--- config.mk ---
export PLATFORM = sky130hd
export DESIGN_NAME = timer_ctrl
export DESIGN_NICKNAME = d
export VERILOG_FILES = /design/src/rtl/timer_defs.sv /design/src/rtl/counter.sv /design/src/rtl/timer_ctrl.sv
export SDC_FILE = /design/constraint.sdc
export NUM_CORES = 1
export LEC_CHECK = 0
export ABC_CLOCK_PERIOD_IN_PS = 3630
export BUFFER_PORTS_ARGS = -buffer_cell sky130_fd_sc_hd__buf_2
export CAP_MARGIN = 20
export CORE_UTILIZATION = 45
export DETAILED_ROUTE_END_ITERATION = 10
export PLACE_DENSITY = 0.67
export REMOVE_ABC_BUFFERS = 1
export SLEW_MARGIN = 15
export SYNTH_ARGS = -nofsm -noshare
export SYNTH_HDL_FRONTEND = slang
export SYNTH_HIERARCHICAL = 1
export SYNTH_SLANG_ARGS = --single-unit
--- constraint.sdc ---
create_clock -name clk -period 3.63 [get_ports clk]
set_input_delay 0.1815 -clock clk [delete_from_list [all_inputs] [get_ports clk]]
set_output_delay 0.1815 -clock clk [all_outputs]
set_load 0.05 [all_outputs]
--- src/rtl/timer_defs.sv ---
// timer_defs: definitions shared by every timer channel.
//   - FSM state encodings (IDLE / RUN)
//   - legal prescaler range and the derived prescaler width
//   - count datapath width
package timer_defs;

  localparam int unsigned CNT_W   = 32;
  localparam int unsigned DIV_MIN = 1;
  localparam int unsigned DIV_MAX = 256;
  // Wide enough to hold 0..DIV_MAX-1
  localparam int unsigned PRESC_W = 8;

  localparam logic ST_IDLE = 1'b0;
  localparam logic ST_RUN  = 1'b1;

  typedef enum logic {
    IDLE = ST_IDLE,
    RUN  = ST_RUN
  } state_e;

endpackage

--- src/rtl/counter.sv ---
// counter: loadable up-counter that wraps to zero at limit-1.
// Ports:
//   clk, reset   - clock, asynchronous active-low reset
//   inc          - advance one step (wraps at limit-1)
//   load         - overwrite with load_val (priority over inc)
//   load_val     - value written when load is high
//   limit        - wrap point; the counter runs 0..limit-1
//   count        - current value
//   wrap         - high in the cycle an inc will wrap to zero
module counter
  import timer_defs::*;
#(
  parameter int unsigned W = CNT_W
) (
  input  logic         clk,
  input  logic         reset,
  input  logic         inc,
  input  logic         load,
  input  logic [W-1:0] load_val,
  input  logic [W-1:0] limit,
  output logic [W-1:0] count,
  output logic         wrap
);

  logic [W-1:0] count_q;
  logic [W-1:0] count_d;

  assign wrap = inc && (count_q == (limit - W'(1)));

  always_comb begin
    count_d = count_q;
    if (load) begin
      count_d = load_val;
    end else if (inc) begin
      count_d = wrap ? '0 : count_q + W'(1);
    end
  end

  always_ff @(posedge clk or negedge reset) begin
    if (!reset) begin
      count_q <= '0;
    end else begin
      count_q <= count_d;
    end
  end

  assign count = count_q;

endmodule

--- src/rtl/timer_ctrl.sv ---
// timer_ctrl: prescaled one-shot / periodic timer with sticky interrupt.
// Ports:
//   clk      - system clock
//   reset    - asynchronous active-low reset
//   start    - arm / re-arm (ignored when period == 0)
//   stop     - halt; wins over a coincident start
//   mode     - 0 one-shot, 1 periodic (sampled with start)
//   period   - expiry interval in counts (sampled with start)
//   irq_ack  - clears a pending irq
//   busy     - high while running
//   count    - current count value
//   irq      - level interrupt, set on expiry, held until acknowledged
//   overrun  - sticky: an expiry hit while irq was still pending
module timer_ctrl
  import timer_defs::*;
#(
  parameter int unsigned DIV = 1
) (
  input  logic             clk,
  input  logic             reset,
  input  logic             start,
  input  logic             stop,
  input  logic             mode,
  input  logic [CNT_W-1:0] period,
  input  logic             irq_ack,
  output logic             busy,
  output logic [CNT_W-1:0] count,
  output logic             irq,
  output logic             overrun
);

  if (DIV < DIV_MIN || DIV > DIV_MAX) begin : g_div_range
    $error("timer_ctrl: DIV out of range");
  end

  localparam logic [PRESC_W-1:0] PRESC_LAST = PRESC_W'(DIV - 1);

  state_e             state_q, state_d;
  logic [PRESC_W-1:0] presc_q, presc_d;
  logic [CNT_W-1:0]   period_q, period_d;
  logic               mode_q, mode_d;
  logic               irq_q, irq_d;
  logic               overrun_q, overrun_d;

  logic               running;
  logic               start_acc;
  logic               tick;
  logic               expiry;
  logic               cnt_load;
  logic [CNT_W-1:0]   cnt_load_val;

  assign running   = (state_q == RUN);
  // A zero period is never accepted; stop beats a coincident start.
  assign start_acc = start && (period != '0) && !stop;
  // A stop or a restart on this edge suppresses the tick, so no expiry is seen.
  assign tick      = running && !stop && !start_acc && (presc_q == PRESC_LAST);

  // Clear on restart; otherwise hold the current value unless ticking.
  assign cnt_load     = start_acc || !tick;
  assign cnt_load_val = start_acc ? '0 : count;

  counter #(
    .W (CNT_W)
  ) u_counter (
    .clk      (clk),
    .reset    (reset),
    .inc      (tick),
    .load     (cnt_load),
    .load_val (cnt_load_val),
    .limit    (period_q),
    .count    (count),
    .wrap     (expiry)
  );

  always_comb begin
    state_d   = state_q;
    presc_d   = presc_q;
    period_d  = period_q;
    mode_d    = mode_q;
    irq_d     = irq_q;
    overrun_d = overrun_q;

    if (start_acc) begin
      state_d   = RUN;
      presc_d   = '0;
      period_d  = period;
      mode_d    = mode;
      overrun_d = 1'b0;
    end else if (running && stop) begin
      state_d = IDLE;
    end else if (running) begin
      presc_d = (presc_q == PRESC_LAST) ? '0 : presc_q + PRESC_W'(1);
      if (expiry && !mode_q) begin
        state_d = IDLE;
      end
    end

    // Expiry takes priority over a coincident acknowledge.
    if (expiry) begin
      irq_d = 1'b1;
      if (irq_q && !irq_ack) begin
        overrun_d = 1'b1;
      end
    end else if (irq_ack) begin
      irq_d = 1'b0;
    end
  end

  always_ff @(posedge clk or negedge reset) begin
    if (!reset) begin
      state_q   <= IDLE;
      presc_q   <= '0;
      period_q  <= '0;
      mode_q    <= 1'b0;
      irq_q     <= 1'b0;
      overrun_q <= 1'b0;
    end else begin
      state_q   <= state_d;
      presc_q   <= presc_d;
      period_q  <= period_d;
      mode_q    <= mode_d;
      irq_q     <= irq_d;
      overrun_q <= overrun_d;
    end
  end

  assign busy    = running;
  assign irq     = irq_q;
  assign overrun = overrun_q;

endmodule

==> impl_results.md <==
* Synth top area cells: dfrtp_1 33%, mux2_2 6.4%, nor3b_1 5.6%
* Fmax at 295 MHz
* Worst-Skew Late Latency at 0.35 ns
* CTS clk-pin slew, worst paths at 0.06 ns
* H-tree Lvls at 3
* RSZ-0062 raised after global routing: false
* Die width at 115 um
* Global-route met3 utilization at 3.27%
* TritonCTS clock tree: done
* CP Data Arrival Time at 3.63 ns
* Most used DFF post-synth: dfrtp_1
* Least-Margin Pin Slew at 0.828 ns
* First-pass GRT wire length at 26400 um
* Finished Cell Area at 6720 um^2
* Min Tclk post-route at 3.39 ns
* Total chip power at 2440 uW
* Max incr delay on CP at 0.61 ns
* Vert. Die Dim at 115 um
* DP HPWL at 11000 um
* Grt ovf at 0
* ANT cells at 0
* Max-Cap Viols at 0
* Antenna-violating nets left at 0
* Worst hold-check path type: in2reg
* Vias at 5520
* Area grow syn2layout at 16.2%
* Outcome: finished, final reports clean
* Busiest grt layer: met2
* CP startpoint kind: flop
* Row cnt at 41
* IO Pins at 73
* Critical path class: reg2reg
* Required @ worst endpoint at 3.86 ns
* Post-synth EDFFs at 0
* Avg Inst Size Synth at 8.77 um^2
* Post-CTS setup buffer count at 0
* Setup violations, final at 0
* PortBufs at 72
* Critical path, cell by cell: nor4_1, nand2_1, nor4b_1, mux2i_1, and3b_1, nand4_1, buf_4, a2bb2oi_1, a211o_1
* Clk root buf: clkbuf_16
* Wire per inst at 17.8 um
* Total track usage at 25.4%
* Nets at 767
* CP Max Fanout at 21
* Antenna violations before repair at 0
* Vias/cell at 6.12
* Static leakage at 0.00274 uW
* Drc violations at 0
* Vias in the first global route at 5308
* Gate count after technology mapping at 659
* Total core area at 12600 um^2
* Slowest library cell on the worst path: nor4b_1
* Largest net degree at the start of global routing at 77
* Max rail drop VDD at 210 uV
* Final hold vios at 0
* Post-synth cell types at 60
* Synth top area share at 32.9%
* P per Cell Area at 363 nW/um^2
* Number of buffers created by CTS at 9
* Crit end category: flop
* Syn. warnings at 6
* Final Wtd Congestion at 0.871
* Met2 GRT Util at 41.7%
* Proportion of layout cells with a drive suffix above 1 at 21.5%
* Dpl cell area at 6360 um^2
* Final Util at 53.4%
* M1 GR Usage at 32.7%
* Asr flop ratio synth at 100%
* Iteration-0 DRC Markers at 456
* Cell area after synthesis at 5780 um^2
* Worst Slack Setup Final at 0.235 ns
* Max-slew headroom at 44.8%
* Clock skew at 0.00782 ns
* Yosys reg bits at 76
* Slew Limit Fails at 0
* Part of the cycle the worst path needs at 93.5%
* Synth area leader: dfrtp_1
* Clock sink count at 76
* Register area share after synthesis at 32.9%
* CTS Buffer Depth at 2
* Wirelength, routed at 16100 um
* Initial Util at 46.0%
* Fillers at 1173
* DR pass1 iterations at 5
* Pre-CTS setup slack at 0.311 ns
* Die area at 13300 um^2
timing repair:
action | in CTS | in global routing
endpoints found under the hold margin | 0 | 16
endpoints found under the setup margin | 0 | 3
hold buffers | 0 | 1
resized for setup | 0 | 1
critical path: cells and delay by family, from the launching register on:
| family | cells | cell delay (ns) |
|---|---|---|
| AOI/OAI and AO/OA | 2 | 0.41 |
| buffers and inverters | 1 | 0.29 |
| and+or+nand+nor | 5 | 1.84 |
| muxes | 1 | 0.25 |
| DFF | 1 | 0.48 |
Yosys cell counts (all sizes together), types with 2 or more instances:
cell	number
nand4	20
and4	8
a211o	3
or4b	2
and3	10
or4	5
clkbuf	31
buf	13
xnor2	33
a21boi	3
nor3b	43
nand2b	4
nand2	50
nor3	19
nand4b	3
and3b	6
mux2	35
o311ai	10
nor2	23
o21ai	9
nor2b	11
or2	3
ha	4
nand3b	9
and2	40
o22ai	29
o31ai	2
o211ai	4
nor4	31
nand3	19
a31oi	3
xor2	10
mux2i	4
a21oi	27
or3	8
nor4b	19
inv	17
dfrtp	76
sequential cells by signal (all words and copies together), names as in the netlist:
signal and count:
irq 1, presc_q 8, mode_q 1, u_counter/count 32, busy 1, overrun 1
period_q 32
routing by layer:
metal / wire, um / vias up / share of wire (%)
li1: - / 2599 / -
met1: 7070 / 2712 / 44
met2: 7780 / 178 / 48
met3: 741 / 31 / 4.6
met4: 495 / 0 / 3.1
met5: 0 / - / 0
final cells by class:
type | count | area [um^2] | share of cell area [%]
Clock buffer | 11 | 243 | 3.61
Clock inverter | 5 | 75.1 | 1.12
Sequential cell | 76 | 1900 | 28.3
Inverter | 17 | 63.8 | 0.950
Multi-Input combinational cell | 522 | 3600 | 53.7
Tap cell | 172 | 215 | 3.20
Timing Repair Buffer | 99 | 613 | 9.13
worst paths after layout:
kind	endpoint	from	slack (ns)	cells after the start
max	u_counter/count[23]$_DFFE_PN0P_	period_q[6]$_DFFE_PN0P_	0.24	9
min	mode_q$_DFFE_PN0P_	mode	0.06	2
max reg2reg	u_counter/count[23]$_DFFE_PN0P_	period_q[6]$_DFFE_PN0P_	0.24	9
min reg2reg	irq$_DFFE_PN0P_	irq$_DFFE_PN0P_	0.51	1
max in group asynchronous	presc_q[3]$_DFFE_PN0P_	reset	2.78	3
min in group asynchronous	u_counter/count[18]$_DFFE_PN0P_	reset	0.26	2
placed cells by master, fill, tap and decap left out, drive strengths merged, types with 5 or more instances in the layout:
cell     n
o311ai  10
o21ai    9
and3b    6
inv     17
nor3    19
and2    40
nand2   50
nand4   20
and4     8
mux2    35
buf     98
and3    10
nand3b   9
or4      5
o22ai   29
nor2b   11
clkbuf  11
dfrtp   76
nor2    23
nand3   19
nor4    31
nor3b   43
xor2    10
xnor2   33
or3      8
nor4b   19
a21oi   27
kinds of logic (layout without fill, tap and decap cells):
group	count (synthesis)	after routing	share of synthesized area (%)
xor gates and xnor gates	43	43	6.51
buffers and inverters	61	132	5.04
DFF	76	76	32.9
AOI/OAI and AO/OA	101	101	11.6
adders and majority gates	4	4	0.866
and+or+nand+nor	335	335	35.6
muxes	39	39	7.51
report_power, final:
group | switching [uW] | internal, uW | total [uW]
logic | 254 | 199 | 453
clock network | 363 | 617 | 981
registers | 95.3 | 908 | 1000
through the flow:
step	setup TNS [ns]	instances	hold slack, ns
floorplan	-47.10	615	-0.114
global placement	0	884	0.414
detailed placement	0	884	0.418
CTS	0	900	0.0527
global route	0	902	0.0604
finish	0	902	0.0582
Power figures use the tool's default switching activity.
